$ cat config.mk
export PLATFORM = sky130hd
export DESIGN_NAME = load_store_unit
export DESIGN_NICKNAME = d
export VERILOG_FILES = /design/src/rtl/lsu_pkg.sv /design/src/rtl/load_store_unit.sv
export SDC_FILE = /design/constraint.sdc
export NUM_CORES = 1
export LEC_CHECK = 0
export ABC_AREA = 1
export CAP_MARGIN = 0
export CORE_ASPECT_RATIO = 1.25
export CORE_MARGIN = 2
export CORE_UTILIZATION = 55
export CTS_CLUSTER_DIAMETER = 80
export DETAILED_ROUTE_END_ITERATION = 8
export GPL_ROUTABILITY_DRIVEN = 0
export HOLD_SLACK_MARGIN = 0.1
export PLACE_DENSITY = 0.83
export SLEW_MARGIN = 30
export SYNTH_ARGS = -nofsm -noshare
export SYNTH_HDL_FRONTEND = slang
export SYNTH_SLANG_ARGS = --single-unit
$ cat constraint.sdc
create_clock -name clk -period 6.3 [get_ports clk]
set_input_delay 1.26 -clock clk [delete_from_list [all_inputs] [get_ports clk]]
set_output_delay 1.26 -clock clk [all_outputs]
set_load 0.005 [all_outputs]
$ cat src/rtl/lsu_pkg.sv
// Shared types and helpers for the load/store unit: request sizes, FSM states,
// beat counting and load-data extension.
package lsu_pkg;

   localparam int XLEN = 32;

   typedef enum logic [1:0] {
      SZ_BYTE = 2'b00,
      SZ_HALF = 2'b01,
      SZ_WORD = 2'b10
   } size_t;

   typedef enum logic [1:0] {
      IDLE = 2'b00,
      BUSY = 2'b01,
      RESP = 2'b10
   } state_t;

   // Only an aligned word travels as a single word beat; everything wider than
   // a byte that is not an aligned word is split into byte beats.
   function automatic logic [2:0] num_beats(input size_t size, input logic [1:0] addr_lo);
      case (size)
         SZ_BYTE: num_beats = 3'd1;
         SZ_HALF: num_beats = 3'd2;
         default: num_beats = (addr_lo == 2'b00) ? 3'd1 : 3'd4;
      endcase
   endfunction

   function automatic logic [XLEN-1:0] extend(input logic [XLEN-1:0] data, input size_t size,
                                              input logic is_unsigned);
      case (size)
         SZ_BYTE: extend = {{(XLEN-8){data[7] & ~is_unsigned}}, data[7:0]};
         SZ_HALF: extend = {{(XLEN-16){data[15] & ~is_unsigned}}, data[15:0]};
         default: extend = data;
      endcase
   endfunction

endpackage

$ cat src/rtl/load_store_unit.sv
// Sequences byte/word memory beats for one CPU load/store at a time and
// returns a single extended response per request.
module load_store_unit
   import lsu_pkg::*;
#(
   parameter int WIDTH = 32
) (
   input  logic             clk,
   input  logic             rst,
   input  logic             req_valid,
   output logic             req_ready,
   input  logic             req_we,
   input  logic [1:0]       req_size,
   input  logic             req_unsigned,
   input  logic [WIDTH-1:0] req_addr,
   input  logic [WIDTH-1:0] req_wdata,
   output logic             resp_valid,
   output logic [WIDTH-1:0] resp_rdata,
   output logic             mem_we,
   output logic             mem_type,
   output logic [WIDTH-1:0] mem_addr,
   output logic [WIDTH-1:0] mem_wdata,
   input  logic [WIDTH-1:0] mem_rdata
);

   state_t           state_q, state_d;
   logic [1:0]       k_q, k_d;
   logic             we_q, we_d;
   size_t            size_q, size_d;
   logic             uns_q, uns_d;
   logic [WIDTH-1:0] addr_q, addr_d;
   logic [WIDTH-1:0] wdata_q, wdata_d;
   logic [WIDTH-1:0] asm_q, asm_d;
   logic [WIDTH-1:0] rdata_q, rdata_d;
   logic             ready_q, ready_d;
   logic             resp_valid_q, resp_valid_d;
   logic             mem_we_q, mem_we_d;
   logic             mem_type_q, mem_type_d;
   logic [WIDTH-1:0] mem_addr_q, mem_addr_d;
   logic [WIDTH-1:0] mem_wdata_q, mem_wdata_d;
   logic [2:0]       beats_q, beats_d;
   logic [1:0]       last_k;

   assign beats_q = num_beats(size_q, addr_q[1:0]);
   assign last_k  = beats_q[1:0] - 2'd1;

   always_comb begin
      state_d = state_q;
      k_d     = k_q;
      we_d    = we_q;
      size_d  = size_q;
      uns_d   = uns_q;
      addr_d  = addr_q;
      wdata_d = wdata_q;
      asm_d   = asm_q;
      rdata_d = rdata_q;
      case (state_q)
         IDLE: begin
            if (req_valid) begin
               state_d = BUSY;
               k_d     = 2'd0;
               we_d    = req_we;
               size_d  = (req_size == 2'b11) ? SZ_WORD : size_t'(req_size);
               uns_d   = req_unsigned;
               addr_d  = req_addr;
               wdata_d = req_wdata;
               asm_d   = '0;
            end
         end
         BUSY: begin
            // The registered mem_type tells which kind of beat is on the bus now.
            if (!we_q) begin
               if (!mem_type_q) asm_d = mem_rdata;
               else             asm_d[8*k_q +: 8] = mem_rdata[7:0];
            end
            if (k_q == last_k) begin
               state_d = RESP;
               rdata_d = we_q ? '0 : extend(asm_d, size_q, uns_q);
            end else begin
               k_d = k_q + 2'd1;
            end
         end
         default: state_d = IDLE;
      endcase
   end

   // Bus outputs are computed for the beat that will be presented next cycle.
   always_comb begin
      beats_d      = num_beats(size_d, addr_d[1:0]);
      ready_d      = (state_d == IDLE);
      resp_valid_d = (state_d == RESP);
      mem_we_d     = 1'b0;
      mem_type_d   = 1'b0;
      mem_addr_d   = '0;
      mem_wdata_d  = '0;
      if (state_d == BUSY) begin
         mem_we_d   = we_d;
         mem_addr_d = addr_d + WIDTH'(k_d);
         if (size_d == SZ_WORD && beats_d == 3'd1) begin
            mem_type_d  = 1'b0;
            mem_wdata_d = wdata_d;
         end else begin
            mem_type_d  = 1'b1;
            mem_wdata_d = {{(WIDTH-8){1'b0}}, wdata_d[8*k_d +: 8]};
         end
      end
   end

   always_ff @(posedge clk) begin
      if (rst) begin
         state_q      <= IDLE;
         k_q          <= 2'd0;
         we_q         <= 1'b0;
         size_q       <= SZ_BYTE;
         uns_q        <= 1'b0;
         addr_q       <= '0;
         wdata_q      <= '0;
         asm_q        <= '0;
         rdata_q      <= '0;
         ready_q      <= 1'b1;
         resp_valid_q <= 1'b0;
         mem_we_q     <= 1'b0;
         mem_type_q   <= 1'b0;
         mem_addr_q   <= '0;
         mem_wdata_q  <= '0;
      end else begin
         state_q      <= state_d;
         k_q          <= k_d;
         we_q         <= we_d;
         size_q       <= size_d;
         uns_q        <= uns_d;
         addr_q       <= addr_d;
         wdata_q      <= wdata_d;
         asm_q        <= asm_d;
         rdata_q      <= rdata_d;
         ready_q      <= ready_d;
         resp_valid_q <= resp_valid_d;
         mem_we_q     <= mem_we_d;
         mem_type_q   <= mem_type_d;
         mem_addr_q   <= mem_addr_d;
         mem_wdata_q  <= mem_wdata_d;
      end
   end

   // Reset suppresses the write of the beat in flight so an aborted store stops at once.
   assign mem_we     = mem_we_q & ~rst;
   assign mem_type   = mem_type_q;
   assign mem_addr   = mem_addr_q;
   assign mem_wdata  = mem_wdata_q;
   assign req_ready  = ready_q;
   assign resp_valid = resp_valid_q;
   assign resp_rdata = rdata_q;

endmodule

---- After elaboration in Yosys (flattened, before gate mapping) ----
Cells that the tools add are included.
cells by class
  eq/ne operators ......................... 10
  add/subtract/negate cells ............... 4
  mux-type cells .......................... 29
  shift operators ......................... 3
  bitwise gates (word level) .............. 7
  reductions and logical operators ........ 13
operators with widths
  kind                     count
  $mux 32                  9
  $pmux 32 s2              2
  $neg 5->34               1
  $shift 8x34->32 const A  1
  $shiftx 8x34->32         1
  $add 32x2->32            1
  $bwmux 32                1
  $shiftx 32x6->8          1
  $mux 2                   7
  $logic_not 2->1          6
  $pmux 2 s2               3
  $eq 2x1->1 const B       4
  $mux 8                   1
  $eq 2x2->1 const B       3
  $pmux 3 s2               1
  $reduce_and 2->1         3
  $mux 1                   4
  $not 1->1                4
  $and 1x1->1              3
  $eq 3x1->1 const B       1
  $mux 3                   1
  $reduce_or 3->1          1
  $add 2x1->2 const B      1
  $eq 2x2->1               1
  5 further kinds          5
storage, ports and cells
  word-level logic and storage cells ...... 82
  input bits .............................. 103
  register bits ........................... 204
  output and inout port bits .............. 100

---- Longest topological paths before layout ----
  depth after elaboration ................. 10
  mapped depth ............................ 19
  mapped depth without buffers ............ 19

---- Least setup slack after synthesis ----
Ideal clock, no wire load.
  path kind ............................... input to output
  start ................................... in rst
  end ..................................... out mem_we
  slack ................................... 2.874 ns
  buffers on the path ..................... 3
  stages .................................. 4
  arrival ................................. 2.166 ns
  data required time ...................... 5.040 ns
  path through ............................ clkbuf_1 > clkbuf_1 > clkbuf_1 > nor2_1
on the way
  word-level cells in the longest chain between the ends .. 2
RTL lines
  item         RTL line                text
  from (decl)  load_store_unit.sv:9    input logic rst,
  $not 1->1    load_store_unit.sv:146  assign mem_we = mem_we_q & ~rst;
  $and 1x1->1  load_store_unit.sv:146
  to (decl)    load_store_unit.sv:19   output logic mem_we,
No other way between the ends.

---- Worst setup path in the final report ----
  start ................................... in req_valid
  end ..................................... reg mem_addr_q[24] (netlist: mem_addr[24])
on the way
  word-level cells in the longest chain between the ends .. 5
  elaborated cells on any way between the ends .. 10
  classes of those cells .................. add/sub (1); eq/ne (1); mux (6); bitwise (1); reduce/logical (1)
RTL lines
  item                                                                   RTL line                text
  from (decl)                                                            load_store_unit.sv:10   input logic req_valid,
  parallel branches: the longest is 5 deep, another holds $add 32x2->32  --
  to (signal assigned)                                                   load_store_unit.sv:140  mem_addr_q <= mem_addr_d;
  to (decl)                                                              load_store_unit.sv:39   logic [WIDTH-1:0] mem_addr_q, mem_addr_d;
Parallel ways; which one is timed is not known.
A chain may end at the register's enable or synchronous reset.

==> impl_metrics.toml <==
[timing]
fin_ws_ns = 1.48
fin_setup_tns_ns = 0
skew_ns = 0.0219
drv_slew = 0
period_share_pct = 76.5
rsz0062_at_grt = "no"
setup_viol = 0
slew_headroom_pct = 40.6
worstMarginPinSlew_ns = 0.891
max_freq_mhz = 207
period_minus_slack_ns = 4.82
final-hold-violation-count = 0

[setup_path]
r2r_setup_slack_ns = 2.39
worstRegToRegCells = 16
r2r-end = "mem_addr[24]"
cp.arrival_ns = 5.25
slowest_stage = "clkdlybuf4s50_1"
cp_top_family = "simple AND/OR/NAND/NOR gates"
path_buf_inv = 5
required_ns = 6.73
cp_max_fo = 48
r2r-start = "size_q[1]"
startpoint_type = "input pin"
path_class = "in -> reg"
slowest_delay_ns = 0.81
endpoint_kind = "flop"
cpMostUsedCell = "nand2_1"
path_cells = "clkdlybuf4s50_1 -> nand2_4 -> inv_4 -> nor2_2 -> nand2_1 -> nand2_2 -> ha_1 -> fa_1 -> inv_1 -> nor2_1 -> nand2_1 -> inv_2 -> nand2_1 -> inv_2 -> nand2_1 -> nand2_1 -> a21oi_1"

[status]
status = "completed"

[clock_tree]
clkSlewWorstSetupHoldPaths_ns = 0.06
htree_num_levels = 1
cts_tree = "done"
cts.repair.resized = 0
cts_buffers = 20
clk_path_buf_depth = 3
cts_hold_buf = 0
clockRootBuffer = "clkbuf_16"
post_cts_buffers = 0
clkLatencyLatePin_ns = 0.50
clock-sinks = 204

[drt]
route.detailed.drc = 0
vias = 9474
wl_um = 27300
drtIter0Drc = 932
vias_per_cell = 5.37
dr.pass1.iters = 8
antenna_left = 0
wl_per_cell_um = 15.4

[finish]
fin_cells = 1765
fin_nets = 1644
drive_gt1_share_pct = 5.37
fin_area_um2 = 12000
areaGrowthSynthToFinish_pct = 29.7

[global_route]
grt_overflow = 0
first_global_vias = 8984
antenna_found_initial = 2
grt_max_degree = 84
track_usage_pct = 30.0
grt_pass1_wl_um = 43600

[floorplanning]
dieHeight_um = 149
rows = 52
start_util_pct = 56.5
die_width_um = 120
coreArea_um2 = 16300
ioPinCount = 203
die_area_um2 = 17800

[power_and_ir_drop]
p_leak_nw = 4.97
power.density_nw_per_um2 = 268
ir_drop_mv = 0.199

[synth]
synth-seq-cells = 204
ys_seq_area_share_pct = 44.3
synth.area.top_cells = "dfxtp_1 44%, nand2_1 19%, a21oi_1 6.0%"
synth-edff-count = 0
synth_nets = 1474
synth_area_um2 = 9220
synth_top_cell_area_share_pct = 44.3
async_flop_share_pct = 0
synth_area_per_cell_um2 = 6.76
synthTopCellsByCount = "463 x nand2_1, 204 x dfxtp_1, 146 x nor2_1, 115 x inv_1, 110 x a21oi_1"
synth_top_area_cell = "dfxtp_1"
yosysMostFrequentCell = "nand2_1"
ys.warnings.count = 0
synth_top_flop_cell = "dfxtp_1"
netlist_instances = 1364
ys_types = 35

[min_path]
holdPathEnd = "asm_q[22]"
min_from = "asm_q[22]"
holdPathStages = 2
hp-class = "reg -> reg"

[flow_run]
maxCapViolCount = 0

[placement]
detailed_place_hpwl_um = 18800
port-buffer-count = 202
placed_cells = 1728
place_ws_ns = 1.11
dpl_cell_area_um2 = 11300
metal layers:
metal,vias up,share of wire (%),global-route usage [%]
li1,4661,-,-
met1,4295,38,34.7
met2,432,50,53.3
met3,86,7.7,5.85
met4,0,4.2,14.3
met5,-,0,0
flip-flops by register name, indices dropped and copies added, names as in the netlist:
signal,cells
wdata_q,32
size_q,2
resp_rdata,32
addr_q,32
state_q,2
we_q,1
mem_type,1
asm_q,32
mem_we_q,1
resp_valid,1
uns_q,1
mem_addr,32
k_q,2
req_ready,1
mem_wdata,32
worst reg2reg max path: cells and delay by family (launching register included):
kind | cells | cell delay, ns
compound gates | 2 | 0.41
fa+ha+maj | 2 | 0.80
buf+inv | 3 | 0.29
flops | 1 | 0.80
simple gates | 9 | 1.56
power breakdown:
| group | leakage [nW] | switching (mW) | internal [mW] | total, mW |
|---|---|---|---|---|
| registers | 1.66 | 0.0377 | 1.36 | 1.40 |
| logic | 2.98 | 0.339 | 0.231 | 0.570 |
| clock network | 0.326 | 0.492 | 0.739 | 1.23 |
| total | 4.97 | 0.869 | 2.33 | 3.20 |
stage by stage:
step                      hold WS (ns)  utilization, %  power, mW
after CTS                        0.463            73.2       3.21
after detailed placement         0.453            69.0       1.99
after global routing             0.479            73.2       3.34
final                            0.462            73.2       3.20
after floorplan                  0.440               -       1.77
after global placement           0.448            69.0       1.98
layout make-up:
type | instances | area [um2]
multi-input cells | 977 | 4380
fillers | 1338 | 4370
flip-flops and latches | 204 | 4080
repair buffers | 211 | 2090
clock buffers | 30 | 599
inverters | 120 | 453
well taps | 216 | 270
clock inverters | 5 | 80.1
diodes | 2 | 5.00
layout by cell type (no fill, tap or decap), drive strengths merged:
cell type	n
fa	1
o21a	17
nand4	5
diode	2
a211oi	1
nor3	4
o22ai	1
ha	6
clkdlybuf4s50	201
a21oi	110
o31ai	6
clkinvlp	2
nand3b	1
clkbuf	30
o211ai	2
nor2	156
buf	10
clkinv	2
inv	119
a22oi	14
bufinv	2
nand2	467
dfxtp	204
nand3	89
or2	20
o21ai	77
how the worst max path moves through the flow:
stage,slack (ns),cells past startpoint,to,startpoint
6_report,1.48,17,mem_addr[24],req_valid
5_1_grt,1.12,17,mem_addr[24],req_valid
4_1_cts,1.53,17,mem_addr[24],req_valid
3_5_place_dp,1.11,17,mem_addr[24],req_valid
3_3_place_gp,1.27,17,mem_addr[24],req_valid
2_1_floorplan,2.87,4,mem_we,rst
cells by family after synthesis:
| kind of cell | share of synthesized area, % |
|---|---|
| compound gates | 13.5 |
| fa+ha+maj | 1.03 |
| buf+inv | 8.20 |
| flops | 44.3 |
| simple gates | 33.0 |
No activity file was read; power rests on OpenSTA's default activity.
